$ cat src/rtl/svn_seg_pkg.sv
// Shared types and constants for the multiplexed 7-segment scan driver.
// Segment byte layout: bit7 = DP, bits6:0 = g..a, active-high before polarity.
package svn_seg_pkg;

    typedef enum logic {
        BLANK,
        ON
    } seg_state_e;

    localparam logic [7:0] SEG_OFF = 8'h00;

    // Index 0 is the rightmost entry: glyphs 0-9, A, b, C, d, E, F.
    localparam bit [15:0][7:0] SEG7_HEX = {
        8'h71, 8'h79, 8'h5E, 8'h39,
        8'h7C, 8'h77, 8'h6F, 8'h7F,
        8'h07, 8'h7D, 8'h6D, 8'h66,
        8'h4F, 8'h5B, 8'h06, 8'h3F
    };

endpackage

$ cat src/rtl/svn_seg_decode.sv
// Combinational hex-to-segment decoder with DP merge, blanking and
// output polarity applied last.
module svn_seg_decode
    import svn_seg_pkg::*;
#(
    parameter bit LED_POLARITY = 1'b0
) (
    input  logic [3:0] nibble,
    input  logic       dp,
    input  logic       blank,
    output logic [7:0] seg
);

    logic [7:0] raw;

    always_comb begin
        raw    = blank ? SEG_OFF : SEG7_HEX[nibble];
        raw[7] = raw[7] | dp;
        seg    = LED_POLARITY ? raw : ~raw;
    end

endmodule

$ cat src/rtl/svn_seg_scan.sv
// Multiplexed 7-segment scan driver with tear-free frame buffering.
// Define SVN_SEG_LZ_BLANK_EN to enable leading-zero blanking.
module svn_seg_scan
    import svn_seg_pkg::*;
#(
    parameter int CLK_IN_MHZ   = 125,
    parameter bit LED_POLARITY = 1'b0,
    parameter int NUM_DIGITS   = 3,
    parameter int REFRESH_HZ   = 1000,
    parameter int DEAD_CYCLES  = 8
) (
    input  logic                    clk_i,
    input  logic                    rst_i,
    input  logic [4*NUM_DIGITS-1:0] data_i,
    input  logic [NUM_DIGITS-1:0]   dp_i,
    input  logic                    valid_i,
    output logic                    ready_o,
    output logic [7:0]              seg_display_o,
    output logic [NUM_DIGITS-1:0]   seg_sel_o
);

    localparam int TICK  = CLK_IN_MHZ * 1000000 / REFRESH_HZ;
    localparam int CNT_W = $clog2(TICK);
    localparam int IDX_W = (NUM_DIGITS > 1) ? $clog2(NUM_DIGITS) : 1;
    localparam int DW    = 4 * NUM_DIGITS;

    localparam logic [CNT_W-1:0] CNT_LAST = CNT_W'(TICK - 1);
    localparam logic [CNT_W-1:0] CNT_ON   = CNT_W'(DEAD_CYCLES);
    localparam logic [IDX_W-1:0] IDX_LAST = IDX_W'(NUM_DIGITS - 1);
    localparam logic [7:0]       PIN_OFF  =
        LED_POLARITY ? SEG_OFF : ~SEG_OFF;

    if (TICK <= DEAD_CYCLES + 1) begin : g_tick_chk
        $error("svn_seg_scan: TICK must exceed DEAD_CYCLES+1");
    end

    seg_state_e            state;
    logic [CNT_W-1:0]      cnt;
    logic [IDX_W-1:0]      idx;
    logic [DW-1:0]         act_data;
    logic [NUM_DIGITS-1:0] act_dp;
    logic [DW-1:0]         pend_data;
    logic [NUM_DIGITS-1:0] pend_dp;
    logic                  pend_full;

    logic       slot_end;
    logic       wrap;
    logic       load;
    logic       take;
    logic       pend_full_nxt;
    logic       lit;
    logic       cur_blank;
    logic [7:0] dec_seg;

`ifdef SVN_SEG_LZ_BLANK_EN
    logic [NUM_DIGITS-1:0] lz_mask;

    // Digit k is blank when it and every more significant nibble is zero.
    function automatic logic [NUM_DIGITS-1:0] lz_of(
        input logic [DW-1:0] w
    );
        logic zero;
        lz_of = '0;
        zero  = 1'b1;
        for (int k = NUM_DIGITS - 1; k > 0; k--) begin
            zero     = zero && (w[4*k +: 4] == 4'h0);
            lz_of[k] = zero;
        end
    endfunction

    assign cur_blank = lz_mask[idx];
`else
    assign cur_blank = 1'b0;
`endif

    assign slot_end      = (cnt == CNT_LAST);
    assign wrap          = slot_end && (idx == IDX_LAST);
    assign load          = wrap && pend_full;
    assign take          = valid_i && ready_o;
    assign pend_full_nxt = (pend_full && !load) || take;
    // The last ON cycle is dropped so the dead gap starts on the pins.
    assign lit           = (state == ON) && !slot_end;

    svn_seg_decode #(
        .LED_POLARITY (LED_POLARITY)
    ) u_decode (
        .nibble (act_data[{idx, 2'b00} +: 4]),
        .dp     (act_dp[idx]),
        .blank  (cur_blank),
        .seg    (dec_seg)
    );

    always_ff @(posedge clk_i or posedge rst_i) begin
        if (rst_i) begin
            state         <= BLANK;
            cnt           <= '0;
            idx           <= '0;
            act_data      <= '0;
            act_dp        <= '0;
            pend_data     <= '0;
            pend_dp       <= '0;
            pend_full     <= 1'b0;
            ready_o       <= 1'b0;
            seg_sel_o     <= '0;
            seg_display_o <= PIN_OFF;
`ifdef SVN_SEG_LZ_BLANK_EN
            lz_mask       <= lz_of('0);
`endif
        end else begin
            ready_o   <= !pend_full_nxt;
            pend_full <= pend_full_nxt;
            if (load) begin
                act_data <= pend_data;
                act_dp   <= pend_dp;
`ifdef SVN_SEG_LZ_BLANK_EN
                lz_mask  <= lz_of(pend_data);
`endif
            end
            if (take) begin
                pend_data <= data_i;
                pend_dp   <= dp_i;
            end
            if (slot_end) begin
                cnt   <= '0;
                idx   <= wrap ? '0 : idx + 1'b1;
                state <= (DEAD_CYCLES == 0) ? ON : BLANK;
            end else begin
                cnt <= cnt + 1'b1;
                unique case (state)
                    BLANK: if (cnt + 1'b1 == CNT_ON) state <= ON;
                    ON:    state <= ON;
                endcase
            end
            seg_sel_o     <= lit ? (NUM_DIGITS'(1) << idx) : '0;
            seg_display_o <= lit ? dec_seg : PIN_OFF;
        end
    end

endmodule
$ cat config.mk
export PLATFORM = sky130hd
export DESIGN_NAME = svn_seg_scan
export DESIGN_NICKNAME = d
export VERILOG_FILES = /design/src/rtl/svn_seg_pkg.sv /design/src/rtl/svn_seg_decode.sv /design/src/rtl/svn_seg_scan.sv
export SDC_FILE = /design/constraint.sdc
export NUM_CORES = 1
export LEC_CHECK = 0
export ABC_CLOCK_PERIOD_IN_PS = 4200
export BUFFER_PORTS_ARGS = -buffer_cell sky130_fd_sc_hd__buf_2
export CORE_MARGIN = 2
export CORE_UTILIZATION = 50
export DETAILED_ROUTE_END_ITERATION = 7
export GPL_TIMING_DRIVEN = 0
export PLACE_DENSITY = 0.7
export SLEW_MARGIN = 20
export SYNTH_ARGS = -nofsm -noshare
export SYNTH_HDL_FRONTEND = slang
export SYNTH_SLANG_ARGS = --single-unit
$ cat constraint.sdc
create_clock -name clk_i -period 4.2 [get_ports clk_i]
set_input_delay 0.63 -clock clk_i [delete_from_list [all_inputs] [get_ports clk_i]]
set_output_delay 0.63 -clock clk_i [all_outputs]
set_load 0.005 [all_outputs]
======== Word level (Yosys, flattened, before mapping) ========
Memories as Yosys holds them, arrays and structs flattened.
Cells that the tools add are included.
storage, ports and cells
  bits in registers ....................... 63
  output and inout port bits .............. 12
  input port bits ......................... 18
  memories kept ........................... 1
  memory bits (read-only) ................. 128
  logic and storage cells ................. 43
cells by class
  muxes and demuxes ....................... 10
  bitwise logic cells ..................... 3
  shifts and indexed selects .............. 2
  order comparisons ....................... 2
  reduce and logical (&&, ||, !) cells .... 9
  equal/unequal tests ..................... 3
  add/sub/neg operators ................... 2
memories
  memory           depth  bits a word  read ports  clocked after memory_dff  wr ports  line                  RTL
  (no name shown)  16     8            1           0                         0         svn_seg_decode.sv:17  raw = blank ? SEG_OFF : SEG7_HEX[nibble];
operator list
  kind                                                                           count
  17-bit by 1-bit adder with 17-bit output (second input constant)               1
  17-bit == test (second input constant)                                         1
  17-bit by 4-bit == test with 1-bit output (second input constant)              1
  17-bit 2-to-1 mux                                                              1
  8-bit 2-to-1 mux                                                               2
  12-bit by 5-bit indexed part select with 4-bit output                          1
  8-bit inverter                                                                 1
  1-bit logical AND                                                              5
  4-bit by 5-bit less-than comparator with 1-bit output (second input constant)  1
  1-bit zero test                                                                3
  2-bit by 3-bit less-than comparator with 1-bit output (second input constant)  1
  1-bit 2-to-1 mux                                                               3
  3-bit 2-to-1 mux                                                               1
  1-bit by 2-bit left shift with 3-bit output (first input constant)             1
  2-bit by 1-bit adder with 2-bit output (second input constant)                 1
  1-bit binary-select mux with 2-bit select                                      1
  2-bit == test (second input constant)                                          1
  2-bit 2-to-1 mux                                                               1
  1-bit case mux with 2 select lines                                             1
  1-bit logical OR                                                               1
  1-bit inverter                                                                 1
  1-bit OR                                                                       1

======== Longest topological paths before layout ========
  word-level depth ........................ 7
  gate-level depth with buffers ........... 10
  gate-level depth less buffers ........... 8

======== By module ========
A second synthesis with hierarchy kept.
second synthesis, totals
  cells, all modules ...................... 259
  area, all modules ....................... 3064.2 um2
modules (own cells, without submodules)
  module          area an instance (um2)  cells each  sequential area each (um2)  instances
  svn_seg_scan    2798.9                  225         1586.5                      1
  svn_seg_decode  265.3                   34          0.0                         1

======== Worst setup path before layout ========
OpenSTA, ideal clock, no wires.
  kind .................................... register to register
  start ................................... reg cnt[0]
  end ..................................... reg act_data[0]
  arrival ................................. 1.834 ns
  stages on the path, launching flop included .. 9
  path slack .............................. 2.241 ns
  required time ........................... 4.075 ns
  cells stage by stage .................... dfrtp_1 ha_1 and4bb_2 nand4_1 nor2_2 and3_1 buf_6 buf_8 mux2_4
on the way
  longest elaborated chain between the ends .. 3
RTL lines
  what                      line                 RTL
  start: declaration        svn_seg_scan.sv:38   logic [CNT_W-1:0] cnt;
  start signal: assignment  svn_seg_scan.sv:128  cnt <= cnt + 1'b1;
  17-bit == test            svn_seg_scan.sv:76   assign slot_end = (cnt == CNT_LAST);
  1-bit logical AND         svn_seg_scan.sv:77   assign wrap = slot_end && (idx == IDX_LAST);
  1-bit logical AND         svn_seg_scan.sv:78   assign load = wrap && pend_full;
  end signal: assignment    svn_seg_scan.sv:113  act_data <= pend_data;
  end: declaration          svn_seg_scan.sv:40   logic [DW-1:0] act_data;
Every way passes these cells.
A chain may end at the register's enable or synchronous reset.

======== Worst setup path in the final report ========
  start ................................... reg idx[1]
  end ..................................... reg seg_display_o[5]
on the way
  longest elaborated chain between the ends .. 5
RTL lines
  what                                                   line                  RTL
  start: declaration                                     svn_seg_scan.sv:39    logic [IDX_W-1:0] idx;
  start signal: assignment                               svn_seg_scan.sv:125   idx <= wrap ? '0 : idx + 1'b1;
  12-bit by 5-bit indexed part select with 4-bit output  svn_seg_scan.sv:87    .nibble (act_data[{idx, 2'b00} +: 4]),
  memory 16 x 8 bit                                      --
  8-bit 2-to-1 mux (implied by the code)                 svn_seg_decode.sv:17
  8-bit inverter                                         svn_seg_decode.sv:19  seg = LED_POLARITY ? raw : ~raw;
  8-bit 2-to-1 mux                                       svn_seg_scan.sv:135   seg_display_o <= lit ? dec_seg : PIN_OFF;
  end signal: assignment                                 svn_seg_scan.sv:135
  end: declaration                                       svn_seg_scan.sv:18    output logic [7:0] seg_display_o,
Every way passes these cells. The select of a mux whose other input is x is not followed.

==> summary.txt <==
Layout
  • Antenna cell count: 0
  • Area Overhead vs Synth: 16.8%
  • Register area: 1590 um2
  • Fraction of layout cells with a size suffix above 1: between 30% and 40%
  • Nets@finish: 320
  • Area of the multi-input gates: 1390 um2
  • Total of fill cells in the finished design: between 500 and 600

STA
  • Least setup slack across all paths after layout: 1.98 ns
  • Post-route clock skew: 0.00812 ns
  • Number of endpoints failing setup at the final stage: 0
  • Fmax achieved: 451 MHz
  • Setup repair after global routing missed its margin: false
  • Tightest Pin Transition: 0.716 ns
  • Fin. Hold Viols: 0
  • Clock period minus worst slack: 2.22 ns
  • Count of pins over their slew limit: 0
  • Final-layout setup total negative slack: 0 ns
  • Max-slew headroom at the worst pin: about half
  • Final period util: between 50% and 60%

Setup path
  • Worst flop-to-flop path startpoint: idx[1]
  • Critical path capture point type: register
  • Cell count of the worst reg-to-reg path: 9
  • Capturing point of the worst reg2reg path: seg_display_o[5]
  • Library cell contributing the largest single delay on the critical path: sky130_fd_sc_hd__a21oi_1
  • Largest fanout on the critical path: 10
  • Largest stage delay, worst path: between 0.4 and 0.5 ns
  • Worst-case register-to-register setup slack: between 1.5 and 2 ns
  • Worst setup path category: reg2reg
  • Cells along the critical path: buf_2 -> nor2b_1 -> clkbuf_1 -> a21oi_1 -> inv_1 -> ha_1 -> nand2_1 -> o21ai_0 -> a221o_1
  • Worst setup SP type: register
  • Endpoint arrival time on the critical path: 2.48 ns
  • Data required time of the critical path: 4.46 ns

Yosys
  • Main area contributors after synthesis: sky130_fd_sc_hd__dfrtp_1 45%, sky130_fd_sc_hd__mux2_2 8.1%, sky130_fd_sc_hd__dfstp_2 6.9%
  • Top-area cell type share of the netlist area: 45.0%
  • Post-synthesis instance total: 254
  • Register bit total from synthesis: 63
  • Combined area of all synthesized cells: 3060 um2
  • Syn Nets: around 280
  • Distinct cell type count after synthesis: 52
  • Portion of the post-synthesis area used by sequential elements: 51.8%
  • Cell with the most instances after synthesis: sky130_fd_sc_hd__dfrtp_1
  • Top FF cell, synth: sky130_fd_sc_hd__dfrtp_1
  • Average footprint of a synthesized cell: 12.0 um2
  • Total number of yosys warnings: 0
  • Top post-synthesis cells by count: 55 x sky130_fd_sc_hd__dfrtp_1, 22 x sky130_fd_sc_hd__mux2_2, 20 x sky130_fd_sc_hd__nand2_1
  • Most area-hungry cell type in the Yosys netlist: sky130_fd_sc_hd__dfrtp_1
  • Post-synth ARST share: 100%
  • Number of enable-type register cells in the synthesized netlist: 0

Routing
  • Initial detailed-routing violation count: 121
  • Number of remaining DRC errors: 0
  • Vias after detailed routing: 1,983
  • Number of search-and-repair iterations in the first detailed-routing pass: 4
  • Wire length per cell: 14.4 um
  • Count of antenna-violating nets left after detailed routing: 0
  • Post-detailed-routing wire length: 5.42 mm
  • Via-per-instance ratio: ~5.3

Placement
  • Post-place setup slack: 2.01 ns
  • Half-perimeter wire length of the detailed placement result: 3.72 mm
  • Final weighted congestion in routability-driven placement: between 0.8 and 0.9
  • IO buf count: 29

Hold path
  • Path class of the lowest-slack min-delay path: in2async

Clock tree
  • Clock buffer depth: 2
  • Clock tree from TritonCTS: built
  • Number of buffers inserted for hold repair after clock tree synthesis: 0
  • CTS resizes: 0
  • H-tree Lvls: 3
  • TritonCTS Sinks: 63
  • Clock transition at path regs: 0.07 ns
  • TritonCTS Buffers: 9
  • Post-CTS Repair Setup Buffers: 0
  • Root Buffer Master: sky130_fd_sc_hd__clkbuf_8
  • Insertion delay to the later sink of the worst-skew pair: 0.33 ns

Power and ir drop
  • Portion of total power attributed to the clock network: 46.4%
  • Internal power component: 1.11 mW
  • Static leakage: 1.63 nW
  • Relative contribution of combinational cells to total power: 5.2%
  • Cell Pwr Density: 389 nW/um2
  • Final total power: around 1.4 mW
  • Peak supply drop: ~0.26 mV
  • Power share of the sequential group: 48.4%
  • Sw Share: between 20% and 30%
  • Switching power: 0.286 mW

Die
  • Standard cell core area: 5920 um2
  • Die Area: between 6000 and 7000 um2
  • IO Count: 30
  • Vertical extent of the die: 82.2 um
  • Die boundary width: 82.2 um
  • Standard-cell rows: 28
  • Initial core utilization: 51.7%

GRT
  • Remaining global-route overflow: 0
  • Maximum number of pins on one net before global-route repair: 54
  • Wire length of the first global-routing pass: approximately 9.3 mm
  • Overall track demand over capacity in global routing: a little under a fifth
  • Antenna violations before repair: 0
  • Via count of the first global-routing pass: 1,959

Job
  • Count of max-cap constraint violations: 0

Outcome
  • Result of the run: complete, no violations
==> critical path, delay by kind of cell (launching register included) <==
kind	cells	cell delay [ns]
AO/OA/AOI/OAI	3	0.85
buffers and inverters	3	0.57
flip-flops	1	0.33
AND/OR/NAND/NOR	2	0.14
adder cells (fa/ha/maj)	1	0.25
==> layout by cell type (no fill, tap or decap), drive strengths merged, types with 8 or more instances in the layout <==
master / count
mux2: 32
xnor2: 8
nor2: 19
clkbuf: 13
mux2i: 10
nand2: 20
dfstp: 8
dfrtp: 55
buf: 38
==> cell type report <==
cell class	count	area share (%)
tap	75	2.63
clock inverter	6	3.01
multi-input combinational	175	38.8
clock buffer	10	3.85
sequential	63	44.4
timing repair buffer	30	4.83
inverter	5	0.595
buffer	11	1.89
==> power groups by stage <==
stage | Sequential [mW] | Combinational (mW) | Clock, mW
floorplan | 0.678 | 0.0535 | 0
CTS | 0.674 | 0.0744 | 0.656
finish | 0.674 | 0.0720 | 0.645
detailed placement | 0.686 | 0.0743 | 0
global placement | 0.685 | 0.0673 | 0
global route | 0.679 | 0.0830 | 0.682
==> stage by stage <==
stage	instance area (um2)	utilization (%)	instances	hold slack [ns]
6_report	3570	60.4	375	0.189
5_1_grt	3570	60.4	375	0.179
4_1_cts	3570	60.4	375	0.180
3_5_place_dp	3330	56.2	359	0.480
3_3_place_gp	3300	55.7	358	0.481
2_1_floorplan	3060	-	254	0.445
==> how the worst max path moves through the flow <==
stage               slack (ns)                to  depth (start not counted)    from
CTS                       1.99  seg_display_o[5]                          9  idx[1]
global placement          1.26      seg_sel_o[1]                          2   rst_i
detailed placement        2.01  seg_display_o[5]                          9  idx[1]
floorplan                 2.01       act_data[0]                          1   rst_i
global route              1.74  seg_display_o[5]                          9  idx[1]
finish                    1.98  seg_display_o[5]                          9  idx[1]
==> per-layer routing <==
metal	vias to the layer above	wire length, um	GRT usage (%)
li1	985	-	-
met1	949	2620	25.3
met2	40	2500	28.0
met3	9	188	3.70
met4	0	107	8.83
met5	-	0	0
==> kinds of logic (layout without fill, tap and decap cells) <==
logic type | count (synthesis) | after routing | synth area share [%]
multiplexers | 42 | 42 | 16.3
XOR/XNOR | 15 | 15 | 4.29
AND/OR/NAND/NOR | 79 | 79 | 14.5
flip-flops | 63 | 63 | 51.8
adder cells (fa/ha/maj) | 7 | 7 | 2.86
AO/OA/AOI/OAI | 32 | 32 | 7.44
buffers and inverters | 16 | 62 | 2.82
==> registers in the layout, summed over array words and instances (netlist names) <==
register,cells
act_dp,3
idx,2
cnt,17
act_data,12
pend_dp,3
seg_sel_o,3
ready_o,1
pend_data,12
state,1
seg_display_o,8
pend_full,1
Note: power is estimated with default switching activity, not from simulation.
